**src/rtl/uart_tx_ctrl.sv**
```systemverilog
// Transmit-side UART controller: a byte FIFO feeding a bit-serial transmitter
// through a start/busy handshake, with FIFO status, completion pulses and sticky errors.
module uart_tx_ctrl #(
    parameter int FIFO_AW = 4,
    parameter int ACK_TMO = 3
) (
    input  logic               clk,
    input  logic               rst_n,
    input  logic               uart_en,
    input  logic               wr_en,
    input  logic [7:0]         wr_data,
    input  logic               flush,
    input  logic               err_clr,
    input  logic               tx_busy,
    output logic [7:0]         tx_reg,
    output logic               tx_strt,
    output logic               fifo_full,
    output logic               fifo_empty,
    output logic [FIFO_AW:0]   fifo_level,
    output logic               ctrl_busy,
    output logic               tx_done,
    output logic               drain_irq,
    output logic               ovf_err,
    output logic               ack_err
);
    localparam int DEPTH = 1 << FIFO_AW;
    localparam int TW    = $clog2(ACK_TMO + 1);

    // Handshake: tx_strt is a one-cycle request carrying tx_reg; the transmitter
    // acknowledges by raising tx_busy and signals completion by dropping it.
    localparam logic [1:0] ST_IDLE      = 2'd0;
    localparam logic [1:0] ST_WAIT_ACK  = 2'd1;
    localparam logic [1:0] ST_WAIT_DONE = 2'd2;

    logic [7:0]         mem_q [DEPTH];
    logic [FIFO_AW-1:0] rd_ptr_q, rd_ptr_d, wr_ptr_q, wr_ptr_d;
    logic [FIFO_AW:0]   level_q, level_d;
    logic [1:0]         state_q, state_d;
    logic [TW-1:0]      tmo_q, tmo_d;
    logic [7:0]         tx_reg_q, tx_reg_d;
    logic               tx_strt_q, tx_strt_d;
    logic               tx_done_q, tx_done_d;
    logic               drain_q, drain_d;
    logic               ovf_err_q, ovf_err_d;
    logic               ack_err_q, ack_err_d;
    logic               full, empty, push, pop, ovf_ev, ack_ev;

    assign full  = (level_q == (FIFO_AW + 1)'(DEPTH));
    assign empty = (level_q == '0);

    always_comb begin
        state_d   = state_q;
        tmo_d     = tmo_q;
        rd_ptr_d  = rd_ptr_q;
        wr_ptr_d  = wr_ptr_q;
        level_d   = level_q;
        tx_reg_d  = tx_reg_q;
        tx_strt_d = 1'b0;
        tx_done_d = 1'b0;
        drain_d   = 1'b0;
        pop       = 1'b0;
        push      = 1'b0;
        ovf_ev    = 1'b0;
        ack_ev    = 1'b0;
        if (!uart_en) begin
            rd_ptr_d = '0;
            wr_ptr_d = '0;
            level_d  = '0;
            state_d  = ST_IDLE;
            tmo_d    = '0;
        end else begin
            case (state_q)
                ST_IDLE: begin
                    if (!empty) begin
                        pop       = 1'b1;
                        tx_reg_d  = mem_q[rd_ptr_q];
                        tx_strt_d = 1'b1;
                        tmo_d     = '0;
                        state_d   = ST_WAIT_ACK;
                    end
                end
                ST_WAIT_ACK: begin
                    if (tx_busy) begin
                        state_d = ST_WAIT_DONE;
                    end else if (tmo_q == TW'(ACK_TMO - 1)) begin
                        ack_ev  = 1'b1;
                        state_d = ST_IDLE;
                    end else begin
                        tmo_d = tmo_q + 1'b1;
                    end
                end
                ST_WAIT_DONE: begin
                    if (!tx_busy) begin
                        tx_done_d = 1'b1;
                        state_d   = ST_IDLE;
                    end
                end
                default: state_d = ST_IDLE;
            endcase
            // A pop in the same cycle frees the slot, so a write at full still lands.
            push   = wr_en && !flush && (!full || pop);
            ovf_ev = wr_en && !flush && full && !pop;
            if (flush) begin
                rd_ptr_d = '0;
                wr_ptr_d = '0;
                level_d  = '0;
            end else begin
                if (pop)  rd_ptr_d = rd_ptr_q + 1'b1;
                if (push) wr_ptr_d = wr_ptr_q + 1'b1;
                if (push && !pop)      level_d = level_q + 1'b1;
                else if (pop && !push) level_d = level_q - 1'b1;
            end
            drain_d = tx_done_d && (level_d == '0);
        end
        ovf_err_d = (ovf_err_q && !err_clr) || ovf_ev;
        ack_err_d = (ack_err_q && !err_clr) || ack_ev;
    end

    always_ff @(posedge clk) begin
        if (push) mem_q[wr_ptr_q] <= wr_data;
    end

    always_ff @(posedge clk or negedge rst_n) begin
        if (!rst_n) begin
            state_q   <= ST_IDLE;
            tmo_q     <= '0;
            rd_ptr_q  <= '0;
            wr_ptr_q  <= '0;
            level_q   <= '0;
            tx_reg_q  <= 8'h00;
            tx_strt_q <= 1'b0;
            tx_done_q <= 1'b0;
            drain_q   <= 1'b0;
            ovf_err_q <= 1'b0;
            ack_err_q <= 1'b0;
        end else begin
            state_q   <= state_d;
            tmo_q     <= tmo_d;
            rd_ptr_q  <= rd_ptr_d;
            wr_ptr_q  <= wr_ptr_d;
            level_q   <= level_d;
            tx_reg_q  <= tx_reg_d;
            tx_strt_q <= tx_strt_d;
            tx_done_q <= tx_done_d;
            drain_q   <= drain_d;
            ovf_err_q <= ovf_err_d;
            ack_err_q <= ack_err_d;
        end
    end

    assign tx_reg     = tx_reg_q;
    assign tx_strt    = tx_strt_q;
    assign fifo_full  = full;
    assign fifo_empty = empty;
    assign fifo_level = level_q;
    assign ctrl_busy  = (state_q != ST_IDLE) || !empty;
    assign tx_done    = tx_done_q;
    assign drain_irq  = drain_q;
    assign ovf_err    = ovf_err_q;
    assign ack_err    = ack_err_q;
endmodule
```
**config.mk**
```make
export PLATFORM = sky130hd
export DESIGN_NAME = uart_tx_ctrl
export DESIGN_NICKNAME = d
export VERILOG_FILES = /design/src/rtl/uart_tx_ctrl.sv
export SDC_FILE = /design/constraint.sdc
export NUM_CORES = 1
export LEC_CHECK = 0
export ABC_AREA = 1
export CAP_MARGIN = 15
export CORE_MARGIN = 5
export CORE_UTILIZATION = 57
export CTS_CLUSTER_SIZE = 30
export DETAILED_ROUTE_END_ITERATION = 7
export GPL_TIMING_DRIVEN = 0
export PLACE_DENSITY = 0.72
export REMOVE_ABC_BUFFERS = 1
export SLEW_MARGIN = 10
export SYNTH_ARGS = -nofsm -noshare
export SYNTH_HDL_FRONTEND = slang
export SYNTH_SLANG_ARGS = --single-unit
```
**constraint.sdc**
```tcl
create_clock -name clk -period 2.4 [get_ports clk]
set_input_delay 0.48 -clock clk [delete_from_list [all_inputs] [get_ports clk]]
set_output_delay 0.48 -clock clk [all_outputs]
set_load 0.005 [all_outputs]
```
After elaboration in Yosys (flattened, before gate mapping). Memories as Yosys holds them, arrays and structs flattened. A register that Yosys moved wholly into a read port is not among the register bits. Index checks and enable logic that the tools add are counted.

Add/subtract/negate cells: 5. Eq/ne operators: 12. Mux-type cells: 39. Bitwise operators: 1. Reductions and logical operators: 27.

Operator list (count): 2-to-1 mux 5 bit (5); 2-to-1 mux 4 bit (6); 2-to-1 mux 2 bit (9); 2-to-1 mux 1 bit (17); != test 3 bit (second input constant) (4); zero test 5 bit (2); logical AND 1 bit (9); != test 3 x 1 -> 1 bit (second input constant) (3); adder 4 x 1 -> 4 bit (second input constant) (2); zero test 1 bit (7); case mux 2 bit (3 select lines) (1); AND reduction 3 bit (2); adder 5 x 1 -> 5 bit (second input constant) (1); equality test 5 bit (second input constant) (1); subtractor 5 x 1 -> 5 bit (second input constant) (1); equality test 2 bit (second input constant) (2); logical OR 1 bit (4); != test 4 bit (second input constant) (1); case mux 2 bit (2 select lines) (1); AND reduction 4 bit (1); adder 2 x 1 -> 2 bit (second input constant) (1); equality test 2 x 1 -> 1 bit (second input constant) (1); zero test 2 bit (1); nonzero test 2 bit (1); NOT 1 bit (1).

Flip-flop bits (word level): 22. Bits in writable memories: 128. Input port bits: 15. Memories kept: 1.

Memories: mem_q (words 16, width 8, read ports 1, clocked after Yosys merged registers in 1, wr ports 1, line 35) `logic [7:0] mem_q [DEPTH];`.

Logic depth before layout (Yosys ltp). Gate-level depths: netlist of the first run.

Depth in word-level cells: 15. Mapped depth: 11. Gate-level depth less buffers: 11.

Least setup slack after synthesis of the first run. No wires, ideal clock.

Path type: reg2reg. Start point: reg level_q[0], in the netlist fifo_level[0]. End point: mem mem_q[0][0] (enable). Library setup time: 370 ps. Arrival: 1784 ps. Slack: 246 ps. Cell stages (with the launch flop): 10. Period minus slack after synthesis: 2154 ps. Cell sequence: dfrtp_1 > inv_1 > ha_1 > nand3_2 > inv_2 > nand2_1 > nand2_2 > nor2_2 > nand2_1 > nor2_1.

Elaborated cells between the ends (all ways): 11.

RTL lines: start, declared (line 37) `logic [FIFO_AW:0] level_q, level_d;`; start signal, assigned (line 141) `level_q <= level_d;`; equality test 5 bit (line 48) `assign full = (level_q == (FIFO_AW + 1)'(DEPTH));`; net fifo_full (line 17) `output logic fifo_full,`; zero test 1 bit (line 101) `push = wr_en && !flush && (!full || pop);`; logical OR 1 bit (line 101); logical AND 1 bit (line 101); 2-to-1 mux 1 bit (line 65) `if (!uart_en) begin`; 2-to-1 mux 1 bit (line 120) `if (push) mem_q[wr_ptr_q] <= wr_data;`; 2-to-1 mux 1 bit (implied by the code) (line 120); end, declared (line 35).

The timed path passes the listed nets, and every way through them passes these cells. The select of a mux whose other input is x is not followed.

Worst setup path after layout of the first run.
Start point: reg level_q[1], in the netlist fifo_level[1]. End point: out ctrl_busy.

Word-level cells in the longest chain between the ends: 3.

Ends and longest elaborated chain: zero test 5 bit (line 49) `assign empty = (level_q == '0);`; zero test 1 bit (line 156) `assign ctrl_busy = (state_q != ST_IDLE) || !empty;`; logical OR 1 bit (line 156); end, declared (line 20) `output logic ctrl_busy,`.

No other way between the ends.

==> summary.txt, run 1 <==
Final layout
  – Design Area, Final: 8100 sq um
  – Layout cells sized above 1: 14.4%
  – Util after Layout: between 70 and 80%
  – Antenna Cells: 0
  – Non-Filler Instances: 798
  – Largest register FFs: 128
  – Area Growth Syn to Fin: 19.9%
  – Filler cells: around 800
  – NumNets Final: 665

Clock network
  – H-tree levels: 4
  – TritonCTS clock tree: yes
  – Sink Count: 158
  – Clock-pin slew on the worst setup and hold paths: 0.06 ns
  – Root Buffer: clkbuf_16
  – TritonCTS Buffers: 17
  – Clk buf depth: 2
  – Hold Buf Count CTS: 0
  – Clk_lat worst skew: 0.42 ns

Floorplanning
  – Core area: 11500 sq um
  – Die Wd: 119 microns
  – Io pins: 36
  – Die Y: 119 microns
  – Die ar.: 14100 sq um
  – Row count: 39
  – Initial Utilization: 58.7%

Route
  – DRC viols: 0
  – Final wirelength: 14800 microns
  – Pre-antenna DRT Iters: 5
  – DR vias: around 4600
  – Post-DR vias/cell: 5.79
  – First DRT Iteration DRCs: roughly 660
  – Drt wl/cell: roughly 19 microns
  – Post-DRT Antenna Nets: 0

Pwr
  – PD cells: 863 nW/um^2
  – P_leak: 2.91 nW
  – Total power: 6.99 mW
  – Peak VDD IR: approximately 0.0008 V

STA
  – Tmin final: approximately 2.3 ns
  – Final hold vios: 0
  – Final period util: a little over nine tenths
  – Max_slew headroom: 47.8%
  – Fmax achieved: 0.436 GHz
  – Unrepaired setup endpoints after global routing: false
  – Final Skew: just over 0.007 ns
  – Slew @ Worst Pin: 0.784 ns
  – Slew Limit Fails: 0
  – Setup TNS: 0 ns
  – Endpoints failing setup: 0

Placed design
  – Detailed placement HPWL: 9110 microns
  – Area after DPL: 7180 sq um
  – I/O Buffers: 35
  – DP Cell Count: 750
  – GPL Wtd Cong: 0.839

Logic synthesis
  – Simple logic cell fraction of the synthesized area: 15.5%
  – Synthesized flop and latch total: 158
  – Sequential-to-total area share from yosys stat: 68.0%
  – Top FF cell, synth: edfxtp_1
  – Main combinational cell family by area after synthesis: simple AND/OR/NAND/NOR gates
  – Post-synth EDFFs: 128
  – Compound-Gate Fraction of Synth Area: 10.8%
  – Synthesized area: 6760 sq um
  – Synth cell types: 36
  – Mean post-synth cell area: 11.3 sq um
  – Ys async rst share: 19.0%
  – Synth Instances: 597
  – Fraction of synthesized area in multiplexers: 0%
  – Post-synthesis xor/xnor area fraction: 0.259%
  – Yosys Warn Count: 0
  – Synth Area in Adders: 1.48%

Worst setup path
  – Worst path cell trace: inv_2 -> ha_4 -> nand3_4 -> inv_2 -> nand2_1 -> clkdlybuf4s50_1
  – Setup Crit Path Kind: register to output port
  – R2R depth: 9
  – Critical Path RT: 1.92 ns
  – CP startpoint kind: register
  – Cell count along the critical path: 6
  – Critical Path End: ctrl_busy
  – Crit Path Max Fanout: 5
  – Critical-path top delay cell: clkdlybuf4s50_1
  – Worst path bufs/invs: 3
  – R2R Setup Slk: 0.16 ns
  – Reg2reg end: mem_q[12][2]
  – CP startpoint: fifo_level[1]
  – Worst EP arrival: 1.82 ns
  – Most frequent CP cell: inv_2
  – RR Startpoint: fifo_level[1]
  – Worst path top cell family by delay: buffers and inverters
  – CP Capture Type: output port
  – Max incr delay on CP: 0.50 ns

GRT
  – Initial antenna violation count: 0
  – Global-route wire length before repair: 23200 microns
  – Grt total ovfl: 0
  – Overall Global Routing Usage: 21.4%
  – Largest net degree at the start of global routing: 67
  – Vias in the first global route: 4296

Run status
  – Outcome: completed

Min path
  – Hold WC Path Type: primary input to asynchronous set/reset pin

Job
  – # Max-Cap Violations: 0
synthesized netlist by cell type, types with 6 or more instances:
cell type	instances	area (sq um)
o211ai_1	30	225
o21ai_0	49	245
nand4_1	6	37.5
o21ai_1	38	190
edfxtp_1	128	3840
dfrtp_1	30	751
inv_1	22	82.6
nand3_1	17	85.1
nor2_1	125	469
clkbuf_1	9	33.8
ha_1	8	100
nand2_1	78	293
inv_2	8	30.0
buf_2	10	50.1
through the flow:
stage	hold slack, ns	setup WS, ns
6_report	0.0901	0.105
3_3_place_gp	0.465	-1.75
4_1_cts	0.102	0.00382
2_1_floorplan	0.184	-0.215
5_1_grt	0.152	0.00893
3_5_place_dp	0.466	-0.566
cell families (layout without fill, tap and decap cells):
logic type,count (synthesis),in the layout
AO/OA/AOI/OAI,127,127
XOR/XNOR,2,2
adder cells (fa/ha/maj),8,8
buffers and inverters,58,116
flip-flops,158,158
AND/OR/NAND/NOR,244,244
cells in the final DEF, fill, tap and decap left out, types with 6 or more instances in the layout:
cell type / netlist / final
buf_12: 0 / 6
buf_4: 3 / 11
clkbuf_16: 0 / 17
clkdlybuf4s50_1: 0 / 34
dfrtp_1: 30 / 26
edfxtp_1: 128 / 128
ha_1: 8 / 7
inv_1: 22 / 20
inv_2: 8 / 9
nand2_1: 78 / 78
nand3_1: 17 / 17
nand4_1: 6 / 6
nor2_1: 125 / 109
nor2_4: 2 / 18
o211ai_1: 30 / 30
o21ai_0: 49 / 49
o21ai_1: 38 / 38
where the power goes:
| group | total, mW | leakage, nW | switching [mW] | internal, mW |
|---|---|---|---|---|
| sequential | 3.18 | 1.55 | 0.102 | 3.07 |
| clock | 2.65 | 0.275 | 1.10 | 1.55 |
| combinational | 1.17 | 1.09 | 0.680 | 0.488 |
| total | 6.99 | 2.91 | 1.88 | 5.11 |
how the worst min path moves through the flow:
stage	depth (start not counted)	to	slack, ns
4_1_cts	1	drain_irq	0.10
5_1_grt	1	drain_irq	0.15
3_3_place_gp	2	tx_reg[0]	0.46
6_report	1	drain_irq	0.09
2_1_floorplan	0	ack_err	0.18
3_5_place_dp	2	tx_reg[6]	0.47
area by class of cell:
class                      count  area (sq um)  share of cell area [%]
sequential                   158          4600                    56.8
multi-input combinational    381          2030                    25.1
timing repair buffer          53           576                    7.11
clock buffer                  17           425                    5.25
tap                          143           179                    2.21
clock inverter                15           164                    2.02
inverter                      31           121                    1.50
repair_timing:
action	in CTS	in global routing
setup buffers	11	5
endpoints found under the setup margin	139	42
gates cloned	0	0
pin swaps	7	0
gates resized for setup	37	5
per-layer routing:
layer / track usage [%] / wire length, microns / vias to the layer above
li1: - / - / 2194
met1: 30.5 / 6690 / 2241
met2: 32.8 / 6910 / 164
met3: 5.69 / 1000 / 18
met4: 6.37 / 218 / 0
met5: 0 / 0 / -
Note: power is estimated with default switching activity, not from simulation.
==> run 2: changes to the inputs <==
--- a/config.mk
+++ b/config.mk
@@ -9,8 +9,10 @@
 export CAP_MARGIN = 15
 export CORE_MARGIN = 5
 export CORE_UTILIZATION = 57
+export CTS_CLUSTER_DIAMETER = 100
 export CTS_CLUSTER_SIZE = 30
 export DETAILED_ROUTE_END_ITERATION = 7
+export GPL_ROUTABILITY_DRIVEN = 0
 export GPL_TIMING_DRIVEN = 0
 export PLACE_DENSITY = 0.72
 export REMOVE_ABC_BUFFERS = 1
==> results of run 2 <==
Same layout as run 1: the final DEF is identical, and so are final timing and power.
